[src/rtl/reg_poll_monitor.sv]
// reg_poll_monitor: periodic register scanner that keeps a shadow of NUM_REGS registers and reports value changes.
// Latency: first read D=max(poll_delay,1) enabled cycles after WAIT entry, one idle cycle between reads, change record the cycle after rd_ack.
// Backpressure: reads are held until rd_ack or TIMEOUT; a pending change record stalls the scan until chg_ready.
//
// Ports:
//   i_clk, i_rst          clock (rising edge) and asynchronous active-high reset
//   i_enable              monitor enable; WAIT countdown holds while low, a running scan stops at the next register boundary
//   i_poll_delay          idle cycles between scans, 0 treated as 1, sampled only when the countdown is loaded
//   o_rd_req/o_rd_addr    read request and address, held until i_rd_ack or timeout
//   i_rd_ack/i_rd_data    read acknowledge and data (data valid in the ack cycle)
//   o_chg_valid/i_chg_ready, o_chg_index/o_chg_old/o_chg_new   change record handshake and payload
//   o_scan_done           one-cycle pulse after the last register of a complete scan
//   o_timeout_err         sticky read-timeout flag
//   o_busy                high whenever the monitor is not idling between scans
module reg_poll_monitor #(
  parameter int NUM_REGS  = 8,
  parameter int ADDR_W    = 8,
  parameter int DATA_W    = 32,
  parameter int BASE_ADDR = 0,
  parameter int STRIDE    = 4,
  parameter int TIMEOUT   = 64
) (
  input  logic              i_clk,
  input  logic              i_rst,
  input  logic              i_enable,
  input  logic [31:0]       i_poll_delay,
  output logic              o_rd_req,
  output logic [ADDR_W-1:0] o_rd_addr,
  input  logic              i_rd_ack,
  input  logic [DATA_W-1:0] i_rd_data,
  output logic              o_chg_valid,
  input  logic              i_chg_ready,
  output logic [7:0]        o_chg_index,
  output logic [DATA_W-1:0] o_chg_old,
  output logic [DATA_W-1:0] o_chg_new,
  output logic              o_scan_done,
  output logic              o_timeout_err,
  output logic              o_busy
);

  localparam int IDX_W = (NUM_REGS > 1) ? $clog2(NUM_REGS) : 1;
  localparam int TO_W  = $clog2(TIMEOUT);

  typedef enum logic [1:0] {
    S_WAIT   = 2'd0,
    S_REQ    = 2'd1,
    S_REPORT = 2'd2,
    S_NEXT   = 2'd3
  } state_t;

  state_t              r_state;
  state_t              w_state_nxt;
  logic                r_first;       // countdown not yet loaded since reset
  logic [31:0]         r_dcnt;
  logic [TO_W-1:0]     r_tcnt;
  logic [7:0]          r_idx;
  logic [NUM_REGS-1:0] r_sh_vld;
  logic [DATA_W-1:0]   r_shadow [NUM_REGS];
  logic [7:0]          r_chg_index;
  logic [DATA_W-1:0]   r_chg_old;
  logic [DATA_W-1:0]   r_chg_new;
  logic                r_tout_err;

  logic [IDX_W-1:0]    w_sidx;
  logic                w_last;
  logic [31:0]         w_dload;
  logic                w_tout;
  logic                w_diff;

  assign w_sidx  = r_idx[IDX_W-1:0];
  assign w_last  = (r_idx == 8'(NUM_REGS - 1));
  assign w_dload = (i_poll_delay == 32'd0) ? 32'd1 : i_poll_delay;
  // An ack arriving in the last allowed cycle wins over the timeout.
  assign w_tout  = !i_rd_ack && (r_tcnt == TO_W'(TIMEOUT - 1));
  // The first read of a register after reset only establishes the baseline.
  assign w_diff  = r_sh_vld[w_sidx] && (i_rd_data != r_shadow[w_sidx]);

  // State register
  always_ff @(posedge i_clk or posedge i_rst) begin
    if (i_rst) begin
      r_state <= S_WAIT;
    end else begin
      r_state <= w_state_nxt;
    end
  end

  // Next-state logic
  always_comb begin
    w_state_nxt = r_state;
    case (r_state)
      S_WAIT: begin
        if (!r_first && i_enable && (r_dcnt == 32'd1)) begin
          w_state_nxt = S_REQ;
        end
      end
      S_REQ: begin
        if (i_rd_ack) begin
          w_state_nxt = w_diff ? S_REPORT : S_NEXT;
        end else if (w_tout) begin
          w_state_nxt = S_NEXT;
        end
      end
      S_REPORT: begin
        if (i_chg_ready) begin
          w_state_nxt = S_NEXT;
        end
      end
      S_NEXT: begin
        // Dropping enable ends the scan early without a scan_done pulse.
        w_state_nxt = (w_last || !i_enable) ? S_WAIT : S_REQ;
      end
      default: w_state_nxt = S_WAIT;
    endcase
  end

  // Counters, index, shadow-valid bits and change record
  always_ff @(posedge i_clk or posedge i_rst) begin
    if (i_rst) begin
      r_first     <= 1'b1;
      r_dcnt      <= 32'd0;
      r_tcnt      <= '0;
      r_idx       <= 8'd0;
      r_sh_vld    <= '0;
      r_chg_index <= 8'd0;
      r_chg_old   <= '0;
      r_chg_new   <= '0;
      r_tout_err  <= 1'b0;
    end else begin
      r_first <= 1'b0;
      r_tcnt  <= (r_state == S_REQ) ? (r_tcnt + TO_W'(1)) : '0;
      case (r_state)
        S_WAIT: begin
          if (r_first) begin
            r_dcnt <= w_dload;
          end else if (i_enable && (r_dcnt != 32'd1)) begin
            r_dcnt <= r_dcnt - 32'd1;
          end
        end
        S_REQ: begin
          if (i_rd_ack) begin
            r_sh_vld[w_sidx] <= 1'b1;
            if (w_diff) begin
              r_chg_index <= r_idx;
              r_chg_old   <= r_shadow[w_sidx];
              r_chg_new   <= i_rd_data;
            end
          end else if (w_tout) begin
            r_tout_err <= 1'b1;
          end
        end
        S_NEXT: begin
          if (w_state_nxt == S_WAIT) begin
            r_idx  <= 8'd0;
            r_dcnt <= w_dload;
          end else begin
            r_idx <= r_idx + 8'd1;
          end
        end
        default: ;
      endcase
    end
  end

  // Shadow storage needs no reset: entries are qualified by r_sh_vld.
  always_ff @(posedge i_clk) begin
    if ((r_state == S_REQ) && i_rd_ack) begin
      r_shadow[w_sidx] <= i_rd_data;
    end
  end

  // Outputs
  always_comb begin
    o_rd_req      = (r_state == S_REQ);
    o_chg_valid   = (r_state == S_REPORT);
    o_scan_done   = (r_state == S_NEXT) && w_last;
    o_busy        = (r_state != S_WAIT);
    o_rd_addr     = ADDR_W'(BASE_ADDR + 32'(r_idx) * STRIDE);
    o_chg_index   = r_chg_index;
    o_chg_old     = r_chg_old;
    o_chg_new     = r_chg_new;
    o_timeout_err = r_tout_err;
  end

endmodule
[config.mk]
export PLATFORM = sky130hd
export DESIGN_NAME = reg_poll_monitor
export DESIGN_NICKNAME = d
export VERILOG_FILES = /design/src/rtl/reg_poll_monitor.sv
export SDC_FILE = /design/constraint.sdc
export NUM_CORES = 1
export LEC_CHECK = 0
export CELL_PAD_IN_SITES_DETAIL_PLACEMENT = 1
export CELL_PAD_IN_SITES_GLOBAL_PLACEMENT = 2
export CORE_ASPECT_RATIO = 0.75
export CORE_MARGIN = 3
export CORE_UTILIZATION = 45
export CTS_BUF_LIST = sky130_fd_sc_hd__clkbuf_8
export DETAILED_ROUTE_END_ITERATION = 8
export DONT_BUFFER_PORTS = 1
export GPL_TIMING_DRIVEN = 0
export PLACE_DENSITY = 0.76
export SYNTH_ARGS = -nofsm -noshare
export SYNTH_HDL_FRONTEND = slang
export SYNTH_SLANG_ARGS = --single-unit
[constraint.sdc]
create_clock -name i_clk -period 5.55 [get_ports i_clk]
set_input_delay 1.665 -clock i_clk [delete_from_list [all_inputs] [get_ports i_clk]]
set_output_delay 1.665 -clock i_clk [all_outputs]
set_load 0.005 [all_outputs]
After elaboration in Yosys (flattened, before gate mapping)
Memories as Yosys holds them, arrays and structs flattened.
Cells that the tools add are included.
Widths: inputs -> output; s select.
{ "classes": {"n_addsub": 3, "n_lt_le_gt_ge": 2, "n_eq_ne": 10, "muxes": 20, "n_bitwise": 2, "n_reduce_logical": 21} }
{ "op_table": {"columns": ["operator", "count"], "rows": [
  ["$mux 32", 4],
  ["$pmux 32 s2", 1],
  ["$eq 32x1->1 const B", 1],
  ["$logic_not 32->1", 1],
  ["$ne 32x1->1 const B", 1],
  ["$ne 32x32->1", 1],
  ["$sub 32x1->32 const B", 1],
  ["$reduce_and 3->1", 3],
  ["$add 8x1->8 const B", 1],
  ["$eq 8x3->1 const B", 1],
  ["$logic_and 1x1->1", 8],
  ["$mux 2", 4],
  ["$mux 8", 1],
  ["$or 8x8->8", 1],
  ["$pmux 2 s4", 1],
  ["$add 6x1->6 const B", 1],
  ["$eq 6x6->1 const B", 1],
  ["$mux 1", 6],
  ["$mux 6", 1],
  ["$eq 2x2->1 const B", 2],
  ["$logic_not 2->1", 2],
  ["$lt 3x4->1 const B", 1],
  ["$reduce_bool 2->1", 2],
  ["$bmux 1 s3", 1],
  ["9 further kinds", 11]
]} }
{ "word_totals": {"regBits": 130, "ram_bits": 256, "wordCells": 69, "mem_count": 1} }
{ "mem_list": {"columns": ["name", "words", "word_bits", "rd", "rd_ports_with_merged_regs", "write_ports", "line", "rtl"], "rows": [
  ["r_shadow", 8, 32, 1, 0, 1, "58", "logic [DATA_W-1:0] r_shadow [NUM_REGS];"]
]} }

Logic depth before layout (Yosys ltp)
{ "depth": {"ltp_word": 9, "mapped_depth": 12} }

Worst setup path before layout
Ideal clock, no wire load.
{ "synth_timing": {"path_kind": "input port to flip-flop", "from": "input port i_rd_ack", "to": "memory r_shadow[4][0] (enable)", "setup_time_ns": 0.462, "arrival_ns": 4.043, "t_required_ns": 5.088, "setup_slack_ns": 1.045, "cell_stages": 2, "n_path_buf": 0, "cell_sequence": "nand3_1 -> nor3_1"} }
{ "synth_between": {"elab_chain_cells": 3} }
{ "synth_lines": {"columns": ["item", "line", "rtl"], "rows": [
  ["start, declared", "29", "input logic i_rd_ack,"],
  ["$logic_and 1x1->1", "166", "if ((r_state == S_REQ) && i_rd_ack) begin"],
  ["$mux 1", "166", null],
  ["$mux 1 (implied by the code)", "167", "r_shadow[w_sidx] <= i_rd_data;"],
  ["end, declared", "58", null]
]} }
Every way passes these cells.

Worst setup path in the final report
{ "layout_timing": {"from": "register r_idx[0]", "to": "register r_chg_new[4] (netlist: o_chg_new[4])"} }
{ "layout_between": {"elab_chain_cells": 4, "elab_cells_between_ends": 6, "cone_classes": "eq/ne: 1; mux: 2; reduce/logical: 2; memory: 1"} }
{ "layout_lines": {"columns": ["item", "line", "rtl"], "rows": [
  ["start, declared", "56", "logic [7:0] r_idx;"],
  ["start signal, assigned", "156", "r_idx <= r_idx + 8'd1;"],
  ["$mem_v2 8x32 / $bmux 1 s3 (equally long branches)", null, null],
  ["$ne 32x32->1 / $mux 1 (equally long branches)", "76", "assign w_diff = r_sh_vld[w_sidx] && (i_rd_data != r_shadow[w_sidx]);"],
  ["$logic_and 1x1->1 *", "76", null],
  ["$reduce_and 3->1 (no source line) *", null, null],
  ["end signal, assigned", "145", "r_chg_new <= i_rd_data;"],
  ["end, declared", "61", "logic [DATA_W-1:0] r_chg_new;"]
]} }
Every way passes the cells marked *; elsewhere a longest branch is shown, timed or not. The select of a mux whose other input is x is not followed.
A chain may end at the register's enable or synchronous reset.

==> flow_summary.ini <==
[detailed_routing]
vias = 9560
route.detailed.drc = 0
met2_length_um = 20000
drt_iter0_markers = 820
drt-pass1-iter-count = 5
wl_met3_um = 2660
routed_via_density = 5.88
drt-met1-wl_um = 21300
routed_wl_um = 44900
highest_layer = met4
avgRoutedWirePerCell_um = 27.6
ant_nets = 0

[timing]
slew_violations = 0
setup_viol = 0
skew_ns = 0.0248
worst_slew_pin_slew_ns = 1.05
post-route-period-util_pct = 83.4
rsz0062_at_grt = no
slew-limit-headroom_pct = 29.1
fin_tns_setup_ns = 0
max_freq_ghz = 0.216
hold_violations = 0
finalWorstPathRequiredPeriod_ns = 4.63
holdWs_ns = 0.466

[cts]
clk_pin_slew_worst_paths_ns = 0.06
cts_hold_buffers = 0
cts-buffers-inserted = 60
clk_latency_ns = 0.62
post_cts_buffers = 0
clkSinkCount = 386
cts_tree = yes
cts-root-buf = clkbuf_8
ctsResizeCount = 0
cts-htree-levels = 2
cts.path.max_buffers = 3

[setup_path]
cp-start-kind = flip-flop
crit_path_end_kind = flip-flop
critPathKind = flip-flop to flip-flop
cp.arrival_ns = 5.12
cp_max_fo = 10
cp.required_ns = 6.04
r2r_cells = 11

[logic_synthesis]
synth-edff-count = 256
synth_cells = 1039
synthTopCellsByCount = edfxtp_1, dfrtp_1, mux2_4, nor2_1, mux2i_1
seq_area_frac_synth_pct = 67.0
synth_most_common_cell = edfxtp_1
synth_top_area_cell = edfxtp_1
synth_seq_cells = 386
synth.top_cell.area_share_pct = 47.1
async_flop_share_pct = 33.7
ys_warn_count = 0
ys_top_cells_by_area = edfxtp_1, dfrtp_1, mux4_2, mux2_4, mux2i_1
ys.flop_type = edfxtp_1
synth.distinct_cells = 52
syn_avg_cell_area_sq_um = 15.7
netlist_area_sq_um = 16300

[floorplan]
core_area_sq_um = 35200
rows = 59
fp.dieArea_sq_um = 38600
die_y_um = 171
start_util_pct = 46.4
pin_count = 154
fp.dieW_um = 226

[finish]
area_growth_pct = 13.1
final_area_sq_um = 18500
drive_above_1_share_pct = 24.4
diodes = 0
final_cells = 1627
nNetsFinal = 1191

[placement]
place.gp.congestion = 0.819
place.port_buffers = 0
place_hpwl_um = 30800
dp_cells = 1513
dpl-instance-area_sq_um = 17200

[power]
peakVddDrop_mv = 0.218
leakage_uw = 0.00662
power_density_nw_per_um2 = 467
power_uw = 8620

[hold_path]
hold_depth = 1
min_path_type = flip-flop to flip-flop

[grt]
grt_usage_pct = 23.6
grt_antenna_before_repair = 0
grt_pass1_vias = 10214
grt_max_degree = 77
grt-ovfl-total = 0
grt_pass1_wl_um = 67300

[flow_run]
drv_cap = 0

[status]
status = complete, no violations
==> registers in the layout, indices dropped and copies added (netlist names) <==
name and cells:
o_chg_index 8, o_chg_new 32, o_chg_old 32, o_timeout_err 1, r_dcnt 32, r_first 1
r_idx 8, r_sh_vld 8, r_shadow 256, r_state 2, r_tcnt 6
==> final cells by class <==
type,instances,area (sq um)
timing repair buffer,15,249
inverter,15,61.3
multi-input combinational,580,5040
tap,457,572
fill,3344,16700
sequential,386,10900
buffer,60,349
clock buffer,74,1020
clock inverter,40,239
==> power breakdown <==
| group | switching [uW] | internal, uW |
|---|---|---|
| logic | 1300 | 1020 |
| clock network | 1150 | 1310 |
| registers | 362 | 3490 |
==> critical path: stages, from the launching register on <==
cell and delay [ns]:
dfrtp_1 0.41, buf_2 0.37, buf_2 0.40, clkbuf_1 0.61
nor2_1 0.12, a221oi_1 0.51, xnor2_1 0.30, nand4_1 0.27
nor4_2 0.53, a31oi_4 0.33, buf_6 0.30, mux2_4 0.32
==> path summary, 6_finish.rpt <==
path	slack, ns	startpoint	to
min in group asynchronous	1.04	i_rst	r_dcnt[6]
min reg2reg	0.47	r_tcnt[0]	r_tcnt[0]
min	0.47	r_tcnt[0]	r_tcnt[0]
max in group asynchronous	3.74	i_rst	o_chg_old[29]
max reg2reg	0.92	r_idx[0]	o_chg_new[4]
max	0.92	r_idx[0]	o_chg_new[4]
==> per-layer routing <==
layer | vias up | global-route usage (%)
met3 | 60 | 4.82
met5 | - | 0
met1 | 5075 | 35.9
li1 | 4146 | -
met2 | 279 | 35.0
met4 | 0 | 6.05
==> per-stage QoR <==
step	setup slack [ns]	utilization, %
after floorplan	0.417	-
after global placement	-1.91	48.0
after detailed placement	0.877	48.9
after CTS	0.867	52.5
after global routing	0.750	52.5
final	0.920	52.5
==> logic make-up (layout without fill, tap and decap cells) <==
logic type | count (synthesis) | after routing | share of synthesized area [%]
other cells | 1 | 3 | 0.0230
buf+inv | 75 | 204 | 2.48
compound gates | 147 | 147 | 5.42
simple gates | 209 | 209 | 6.46
mux | 178 | 178 | 16.2
flops | 386 | 386 | 67.0
fa+ha+maj | 4 | 4 | 0.307
xor+xnor | 39 | 39 | 2.09
==> cells in the final DEF (no fill, tap or decap), types with 14 or more instances in the layout <==
cell type and n:
nor3_1 15, buf_6 15, nand2_1 37, mux2_4 61, nor4_1 14, mux4_2 43
edfxtp_1 256, dfrtp_1 129, xnor2_1 24, a21oi_1 55, nor2_1 55, mux2_2 16
mux2i_1 58, clkbuf_1 22, o21ai_0 42, inv_1 30, clkinv_2 15, clkbuf_8 74
nand3_1 17, xor2_1 15
(Power assumes the default switching activity.)
